## src/rtl/fetch_pkg.sv

```systemverilog
// Shared types and helpers for the RV32IC fetch/realign front end.
// Holds the fetch FSM encoding and the C-extension length test.
package fetch_pkg;

  typedef enum logic [1:0] {
    S_ALIGNED   = 2'd0,
    S_BUF       = 2'd1,
    S_ODD_ENTRY = 2'd2
  } fetch_state_e;

  localparam logic [31:0] NOP_INSTR = 32'h0000_0013;

  function automatic logic is_compressed(
    input logic [15:0] h
  );
    return h[1:0] != 2'b11;
  endfunction

endpackage

```

## src/rtl/instr_fetch_align.sv

```systemverilog
// Word fetch plus halfword realignment: emits one 16/32-bit
// instruction and its PC per cycle, including boundary straddlers.
module instr_fetch_align
  import fetch_pkg::*;
#(
  parameter logic [31:0] RESET_PC = 32'h0000_0000
) (
  input  logic        clk,
  input  logic        reset,
  input  logic        stall_i,
  input  logic        redirect_i,
  input  logic [31:0] redirect_pc_i,
  output logic [31:0] imem_addr_o,
  input  logic [31:0] imem_rdata_i,
  output logic [31:0] instr_o,
  output logic [31:0] pc_o,
  output logic        is_comp_o,
  output logic        valid_o
);

  fetch_state_e state_q, state_d;
  logic [31:0]  pc_q, pc_d;
  logic [31:0]  fa_q, fa_d;
  logic [15:0]  buf_q, buf_d;
  logic [31:0]  tgt;
  logic [15:0]  w_lo, w_hi;
  logic         unused_pc_lsb;

  assign tgt           = {redirect_pc_i[31:1], 1'b0};
  assign unused_pc_lsb = redirect_pc_i[0];
  assign w_lo          = imem_rdata_i[15:0];
  assign w_hi          = imem_rdata_i[31:16];

  always_ff @(posedge clk or negedge reset) begin
    if (!reset) begin
      state_q <= S_ALIGNED;
    end else begin
      state_q <= state_d;
    end
  end

  always_ff @(posedge clk or negedge reset) begin
    if (!reset) begin
      pc_q  <= RESET_PC;
      fa_q  <= RESET_PC;
      buf_q <= 16'h0;
    end else begin
      pc_q  <= pc_d;
      fa_q  <= fa_d;
      buf_q <= buf_d;
    end
  end

  always_comb begin
    state_d = state_q;
    pc_d    = pc_q;
    fa_d    = fa_q;
    buf_d   = buf_q;
    if (redirect_i) begin
      pc_d    = tgt;
      fa_d    = {tgt[31:2], 2'b00};
      buf_d   = 16'h0;
      state_d = tgt[1] ? S_ODD_ENTRY : S_ALIGNED;
    end else if (!stall_i) begin
      case (state_q)
        S_ALIGNED: begin
          fa_d = fa_q + 32'd4;
          if (is_compressed(w_lo)) begin
            buf_d   = w_hi;
            pc_d    = pc_q + 32'd2;
            state_d = S_BUF;
          end else begin
            pc_d = pc_q + 32'd4;
          end
        end
        S_BUF: begin
          // A compressed buffered halfword leaves the fetched word unused
          if (is_compressed(buf_q)) begin
            pc_d    = pc_q + 32'd2;
            state_d = S_ALIGNED;
          end else begin
            buf_d = w_hi;
            pc_d  = pc_q + 32'd4;
            fa_d  = fa_q + 32'd4;
          end
        end
        S_ODD_ENTRY: begin
          buf_d   = w_hi;
          fa_d    = fa_q + 32'd4;
          state_d = S_BUF;
        end
        default: begin
          state_d = S_ALIGNED;
        end
      endcase
    end
  end

  always_comb begin
    instr_o   = NOP_INSTR;
    is_comp_o = 1'b0;
    valid_o   = 1'b0;
    if (reset && !redirect_i) begin
      case (state_q)
        S_ALIGNED: begin
          valid_o = 1'b1;
          if (is_compressed(w_lo)) begin
            instr_o   = {16'h0, w_lo};
            is_comp_o = 1'b1;
          end else begin
            instr_o = imem_rdata_i;
          end
        end
        S_BUF: begin
          valid_o = 1'b1;
          if (is_compressed(buf_q)) begin
            instr_o   = {16'h0, buf_q};
            is_comp_o = 1'b1;
          end else begin
            instr_o = {w_lo, buf_q};
          end
        end
        default: begin
          valid_o = 1'b0;
        end
      endcase
    end
  end

  assign pc_o        = pc_q;
  assign imem_addr_o = fa_q;

endmodule

```

## config.mk

```make
export PLATFORM = sky130hd
export DESIGN_NAME = instr_fetch_align
export DESIGN_NICKNAME = d
export VERILOG_FILES = /design/src/rtl/fetch_pkg.sv /design/src/rtl/instr_fetch_align.sv
export SDC_FILE = /design/constraint.sdc
export NUM_CORES = 1
export LEC_CHECK = 0
export BUFFER_PORTS_ARGS = -buffer_cell sky130_fd_sc_hd__clkbuf_2
export CAP_MARGIN = 20
export CORE_MARGIN = 3
export CORE_UTILIZATION = 45
export CTS_CLUSTER_DIAMETER = 60
export DETAILED_ROUTE_END_ITERATION = 8
export PLACE_DENSITY = 0.73
export SETUP_SLACK_MARGIN = 0.02
export SYNTH_ARGS = -nofsm -noshare
export SYNTH_HDL_FRONTEND = slang
export SYNTH_SLANG_ARGS = --single-unit
export TNS_END_PERCENT = 1
```

## constraint.sdc

```tcl
create_clock -name clk -period 4 [get_ports clk]
set_clock_uncertainty 0.15 [all_clocks]
set_input_delay 0.8 -clock clk [delete_from_list [all_inputs] [get_ports clk]]
set_output_delay 0.8 -clock clk [all_outputs]
set_load 0.02 [all_outputs]
```

## After elaboration in Yosys (flattened, before gate mapping)

Index checks and enable logic that the tools add are counted.

| storage, ports and cells | value |
|---|---|
| flip-flop bits (word level) | 82 |
| bits in latches | 0 |
| memory bits (writable) | 0 |
| memory bits (read-only) | 0 |
| bits of input ports | 68 |
| memories | 0 |

| cells by class | value |
|---|---|
| add/subtract/negate cells | 3 |
| $mul | 0 |
| divide/modulo/power cells | 0 |
| magnitude comparators | 0 |
| eq/ne operators | 8 |
| shift operators | 0 |
| multiplexer cells | 30 |
| bitwise logic cells | 0 |
| reductions and logical operators | 12 |

Operators with widths:

| cell | number |
|---|---|
| $mux W32 | 10 |
| $pmux W32 S2 | 3 |
| $add A32 B3 Y32 const B | 2 |
| $mux W16 | 4 |
| $pmux W16 S3 | 1 |
| $add A32 B2 Y32 const B | 1 |
| $mux W2 | 5 |
| $ne A3 B3 Y1 const B | 3 |
| $pmux W2 S3 | 1 |
| $reduce_and A3 Y1 | 2 |
| $reduce_bool A3 Y1 | 2 |
| $mux W1 | 5 |
| $ne A2 B2 Y1 const B | 2 |
| $reduce_and A4 Y1 | 1 |
| $reduce_bool A4 Y1 | 1 |
| $reduce_or A2 Y1 | 2 |
| $eq A2 B1 Y1 const B | 1 |
| $eq A2 B2 Y1 const B | 1 |
| $logic_not A2 Y1 | 1 |
| $ne A2 B1 Y1 const B | 1 |
| $pmux W1 S2 | 1 |
| $reduce_and A2 Y1 | 1 |
| $logic_and A1 B1 Y1 | 1 |
| $logic_not A1 Y1 | 1 |

## Logic depth before layout (Yosys ltp)

Gate-level depths: netlist of the first run.

| logic depth | value |
|---|---|
| word-level depth | 5 |
| gate-level depth with buffers | 8 |
| mapped depth without buffers | 6 |

## Worst setup path after synthesis of the first run

No wires, ideal clock.

| path | value |
|---|---|
| path type | input to output |
| start | input redirect_i |
| end | output is_comp_o |
| arrival time | 2055 ps |
| setup slack | 995 ps |
| stages on the path | 5 |
| path buffers | 1 |
| cell sequence | inv_1 > nand2_1 > or2_2 > clkbuf_1 > a311oi_1 |

| on the way | value |
|---|---|
| cells in the longest elaborated chain, start to end | 3 |

Ends and longest elaborated chain:

| item | RTL line | source |
|---|---|---|
| start, declared | instr_fetch_align.sv:11 | `input logic redirect_i,` |
| $logic_not A1 Y1 | instr_fetch_align.sv:103 | `if (reset && !redirect_i) begin` |
| $logic_and A1 B1 Y1 | instr_fetch_align.sv:103 |  |
| $mux W1 | instr_fetch_align.sv:103 |  |
| end, declared | instr_fetch_align.sv:17 | `output logic is_comp_o,` |

No other way between the ends.

## Worst setup path after layout of the first run

| path | value |
|---|---|
| start | register state_q[0] |
| end | output instr_o[30] |

| on the way | value |
|---|---|
| cells in the longest elaborated chain, start to end | 3 |
| elaborated cells between the ends (all ways) | 4 |

Ends and longest elaborated chain:

| item | RTL line | source |
|---|---|---|
| start, declared | instr_fetch_align.sv:21 | `fetch_state_e state_q, state_d;` |
| start signal, assigned | instr_fetch_align.sv:38 | `state_q <= state_d;` |
| $eq A2 B1 Y1 or $logic_not A2 Y1 (tied branches) | instr_fetch_align.sv:104 | `case (state_q)` |
| $pmux W32 S2 (*) | instr_fetch_align.sv:104 |  |
| $mux W32 (*) | instr_fetch_align.sv:103 |  |
| end, declared | instr_fetch_align.sv:15 | `output logic [31:0] instr_o,` |

Every way passes the cells marked *; elsewhere a longest branch is shown, timed or not.

==> results_dict.tcl, run 1 <==
set metrics [dict create \
    fin_crit_sh_pct 81.5 \
    timing.rr.end "pc_o[30]" \
    io_pins 166 \
    coreArea_sq_um 10500 \
    arrival_ns 2.31 \
    clock_tree.root_cell "clkbuf_8" \
    nets 747 \
    cp.required_ns 3.05 \
    finalHoldViolCount 0 \
    rsz0062_at_grt "false" \
    insertedDiodeCount 0 \
    antenna_found_initial 0 \
    area_delta_synth_final_pct 22.7 \
    tns_ns 0 \
    grt_usage_pct 22.8 \
    grt_max_degree 80 \
    drt-initial-drc-count 259 \
    period_needed_ns 3.26 \
    syn_inst 528 \
    final-setup-viol-count 0 \
    io_buffers 161 \
    synthDistinctLibCells 56 \
    grt_first_pass_wirelength_mm 23.5 \
    rows 37 \
    drive_gt1_share_pct 32.0 \
    path_clk_slew_ns 0.08 \
    power_density_nw_per_um2 360 \
    vias 4805 \
    avgSynthCellArea_sq_um 9.37 \
    irDropWorstVdd_mv 0.211 \
    cts_sinks 79 \
    synth-seq-cells 79 \
    mostFrequentLayoutCells "clkbuf_2 (160), dfrtp_1 (79), nor2_1 (57), nand2_1 (26), mux2i_1 (24)" \
    postPlaceCellArea_sq_um 5830 \
    via_per_inst 5.88 \
    synth-seq-area-share_pct 39.9 \
    start_kind "flip-flop" \
    synth_edf_count 0 \
    die_area_sq_um 12300 \
    tightest_slew_ns 0.751 \
    tritoncts "yes" \
    postCtsSetupBuffers 0 \
    drv_cap 0 \
    antenna_left 0 \
    ys_warn_count 0 \
    cts_resized 0 \
    grt_pass1_vias 4742 \
    start_util_pct 47.1 \
    place_congestion 0.880 \
    finalMaxSlewViolations 0 \
    reg2reg_slack_ns 0.93 \
    die_h_um 111 \
    cts_buffer_depth 2 \
    async_flop_share_pct 100 \
    final_common_cell "clkbuf_2" \
    post_drt_wl_per_cell_um 17.3 \
    p_leak_uw 0.00273 \
    synthFlopType "dfrtp_1" \
    r2r_cells 5 \
    end_kind "primary output" \
    path_class "reg2out" \
    cp_max_fo 20 \
    drc_errors 0 \
    final_area_sq_um 6070 \
    netlist_area_sq_um 4950 \
    overflow 0 \
    worstHoldPathType "in2async" \
    r2r_start "state_q[0]" \
    clkLatencyLatePin_ns 0.35 \
    die_w_um 111 \
    status "finished, final reports clean" \
    slew_headroom_pct 49.9 \
    routed_wirelength_mm 14.2 \
    cts_hold_buf 0 \
    h-tree-depth 3 \
    cts_buffers 9 \
    firstDrtPassIters 6 \
    fmax_ghz 0.307 \
    post-dp-hpwl_mm 10.5 \
]
-- worst max-delay path, cell delays in order (launching register included) --
cell      delay [ns]
dfrtp_1         0.64
and4b_1         0.77
a22oi_1         0.21
nor2_1          0.15
clkbuf_2        0.19
-- flip-flops by register name, indices dropped and copies added, names as in the netlist --
| register | count |
|---|---|
| imem_addr_o | 30 |
| pc_o | 31 |
| buf_q | 16 |
| state_q | 2 |
-- Yosys cell counts, drive strengths merged (13+ instances only) --
library cell  count  share of area [%]
dfrtp            79                 40
nor2             57                4.3
nand2            26                2.0
clkbuf           24                1.8
mux2i            24                4.9
nor4             23                2.9
nor3             20                2.1
xnor2            20                3.5
mux2             18                4.2
nand3            17                1.7
a22o             16                2.8
a22oi            16                2.4
nand4            16                2.3
and4             15                2.7
a21oi            14                1.4
buf              13                1.9
inv              13               0.99
-- through the flow --
stage               setup slack, ns  hold WS (ns)  instances  utilization [%]  power [uW]
finish                        0.738         0.344        817             57.8        2190
global route                  0.576         0.353        817             57.8        2300
CTS                           0.700         0.364        816             57.5        2200
detailed placement            0.829         0.341        800             55.5        1550
global placement              0.857         0.338        799             55.4        1530
floorplan                     0.995         0.323        530                -        1340
-- worst max-delay path by stage --
stage	start	endpoint	slack, ns	depth (start not counted)
after floorplan	redirect_i	is_comp_o	0.99	5
after global placement	redirect_i	is_comp_o	0.86	6
after detailed placement	redirect_i	is_comp_o	0.83	6
after CTS	state_q[0]	instr_o[30]	0.70	4
after global routing	state_q[0]	instr_o[26]	0.58	4
final	state_q[0]	instr_o[30]	0.74	4
-- power by group --
group | switching (uW) | internal [uW] | leakage, uW
logic | 331 | 217 | 0.00168
registers | 115 | 877 | 0.000946
clock network | 297 | 350 | 0.000102
total | 743 | 1440 | 0.00273
-- per-layer routing --
layer  up-vias  part of all wire (%)  global-route usage [%]
met5         -                     0                       0
li1       2292                     -                       -
met1      2343                    44                    29.7
met4         0                   2.1                    6.08
met3        27                   5.5                    5.68
met2       143                    49                    38.0
-- final cells by class --
type	count	area (sq um)
flip-flops and latches	79	1980
multi-input cells	401	2760
clock buffers	10	128
repair buffers	172	911
fillers	944	4430
inverters	13	48.8
well taps	136	170
clock inverters	6	85.1
-- logic make-up (layout without fill, tap and decap cells) --
logic type	count (synthesis)	count (layout)	synth area share, %
simple gates	224	224	25.3
compound gates	100	100	15.1
flops	79	79	39.9
buf+inv	50	201	4.68
mux	42	42	9.02
xor+xnor	29	29	5.13
fa+ha+maj	3	3	0.758
other cells	1	3	0.0758
(Power assumes the default switching activity.)
==> run 2, diff against run 1 <==
clock period = 3.3 ns   (was 4 ns; I/O delays follow)
==> run 2 against run 1 <==
Count of clock-buffer cells in the layout is 1 lower. Sequential cell count stayed put. Routed wire length up 2.9%. Global-route usage up 1.0 points. Die area stayed put.
==> results_dict.tcl, run 2 (synthesized netlist as in run 1, its figures left out) <==
set metrics [dict create \
    post-dp-hpwl_mm 10.6 \
    tritoncts "yes" \
    clock_tree.root_cell "clkbuf_8" \
    die_area_sq_um 12300 \
    setup_slack_ns 0.304 \
    cts_hold_buf 0 \
    drive_gt1_share_pct 32.4 \
    mostFrequentLayoutCells "clkbuf_2 (160), dfrtp_1 (79), nor2_1 (57), nand2_1 (26), mux2i_1 (24)" \
    antenna_found_initial 0 \
    final_common_cell "clkbuf_2" \
    die_h_um 111 \
    io_buffers 161 \
    slew_headroom_pct 48.9 \
    cts_buffers 9 \
    overflow 0 \
    end_kind "primary output" \
    utilization_pct 58.3 \
    drc_errors 0 \
    cts_buffer_depth 2 \
    nets 749 \
    grt_max_degree 80 \
    tightest_slew_ns 0.766 \
    h-tree-depth 3 \
    final-setup-viol-count 0 \
    irDropWorstVdd_mv 0.286 \
    status "finished, final reports clean" \
    p_leak_uw 0.00275 \
    start_kind "flip-flop" \
    finalHoldViolCount 0 \
    place_inst 802 \
    fmax_ghz 0.334 \
    postCtsSetupBuffers 0 \
    rows 37 \
    clkLatencyLatePin_ns 0.37 \
    grt_pass1_vias 4875 \
    stdcell_count 819 \
    cts_resized 0 \
    arrival_ns 2.19 \
    io_pins 166 \
    drv_cap 0 \
    path_class "reg2out" \
    grt_first_pass_wirelength_mm 24.3 \
    cp_max_fo 15 \
    start_util_pct 47.1 \
    worstHoldPathType "in2async" \
    total_power_uw 2770 \
    cp.required_ns 2.49 \
    path_clk_slew_ns 0.08 \
    drt-initial-drc-count 280 \
    fin_crit_sh_pct 90.8 \
    largest_reg_flops 31 \
    tns_ns 0 \
    die_w_um 111 \
    routed_wirelength_mm 14.6 \
    area_delta_synth_final_pct 23.7 \
    period_needed_ns 3.00 \
    firstDrtPassIters 4 \
    power_density_nw_per_um2 452 \
    cts_sinks 79 \
    insertedDiodeCount 0 \
    fillers 934 \
    grt_usage_pct 23.8 \
    antenna_left 0 \
    pre_cts_slack_ns 0.426 \
    finalMaxSlewViolations 0 \
    rsz0062_at_grt "false" \
    vias 4861 \
    place_congestion 0.844 \
    coreArea_sq_um 10500 \
    via_per_inst 5.94 \
    post_drt_wl_per_cell_um 17.8 \
]
[run 2: cell count changes in the layout (fill, tap and decap cells not counted)]
| cell | previous run | this run |
|---|---|---|
| clkinv_4 | 0 | 1 |
| buf_4 | 11 | 13 |
| clkbuf_1 | 1 | 0 |
| clkinvlp_4 | 2 | 3 |
| bufinv_16 | 2 | 3 |
| clkinv_2 | 2 | 0 |
[run 2: power breakdown]
part	internal [uW]	total [uW]	switching, uW
clock network	503	894	391
registers	1060	1200	141
logic	265	670	405
total	1830	2770	936
[run 2: cell type report]
type	count	area, sq um	share of cell area [%]
Tap cell	136	170	2.78
Timing Repair Buffer	174	926	15.1
Sequential cell	79	1980	32.3
Clock inverter	7	121	1.98
Inverter	13	48.8	0.797
Multi-Input combinational cell	401	2760	45.0
Clock buffer	9	124	2.02
[run 2: worst paths after layout]
path                       startpoint     endpoint  slack, ns  cells past startpoint
max                        state_q[0]  instr_o[17]       0.30                      6
min                             reset     buf_q[7]       0.09                      2
min in group clk             buf_q[9]     buf_q[9]       0.36                      1
max reg2reg                state_q[0]     pc_o[12]       0.67                      6
max in group asynchronous       reset     pc_o[13]       2.32                      3
min reg2reg                  buf_q[9]     buf_q[9]       0.36                      1
[run 2: routing by layer]
metal	part of all wire [%]	GRT usage [%]	vias up
li1	-	-	2301
met1	42	30.8	2359
met2	49	38.4	177
met3	7.0	7.31	24
met4	2.0	7.47	0
met5	0	0	-
[run 2: critical path, stage by stage, from the launching register on]
cell	delay (ns)
dfrtp_1	0.59
buf_4	0.31
nor3_2	0.27
buf_4	0.26
a22oi_1	0.09
nor2_1	0.12
clkbuf_2	0.18
[run 2: through the flow]
step | instance area [sq um] | hold slack, ns
detailed placement | 5850 | 0.345
finish | 6120 | 0.0923
CTS | 6090 | 0.365
global route | 6120 | 0.0868
floorplan | 4960 | 0.214
global placement | 5840 | 0.338
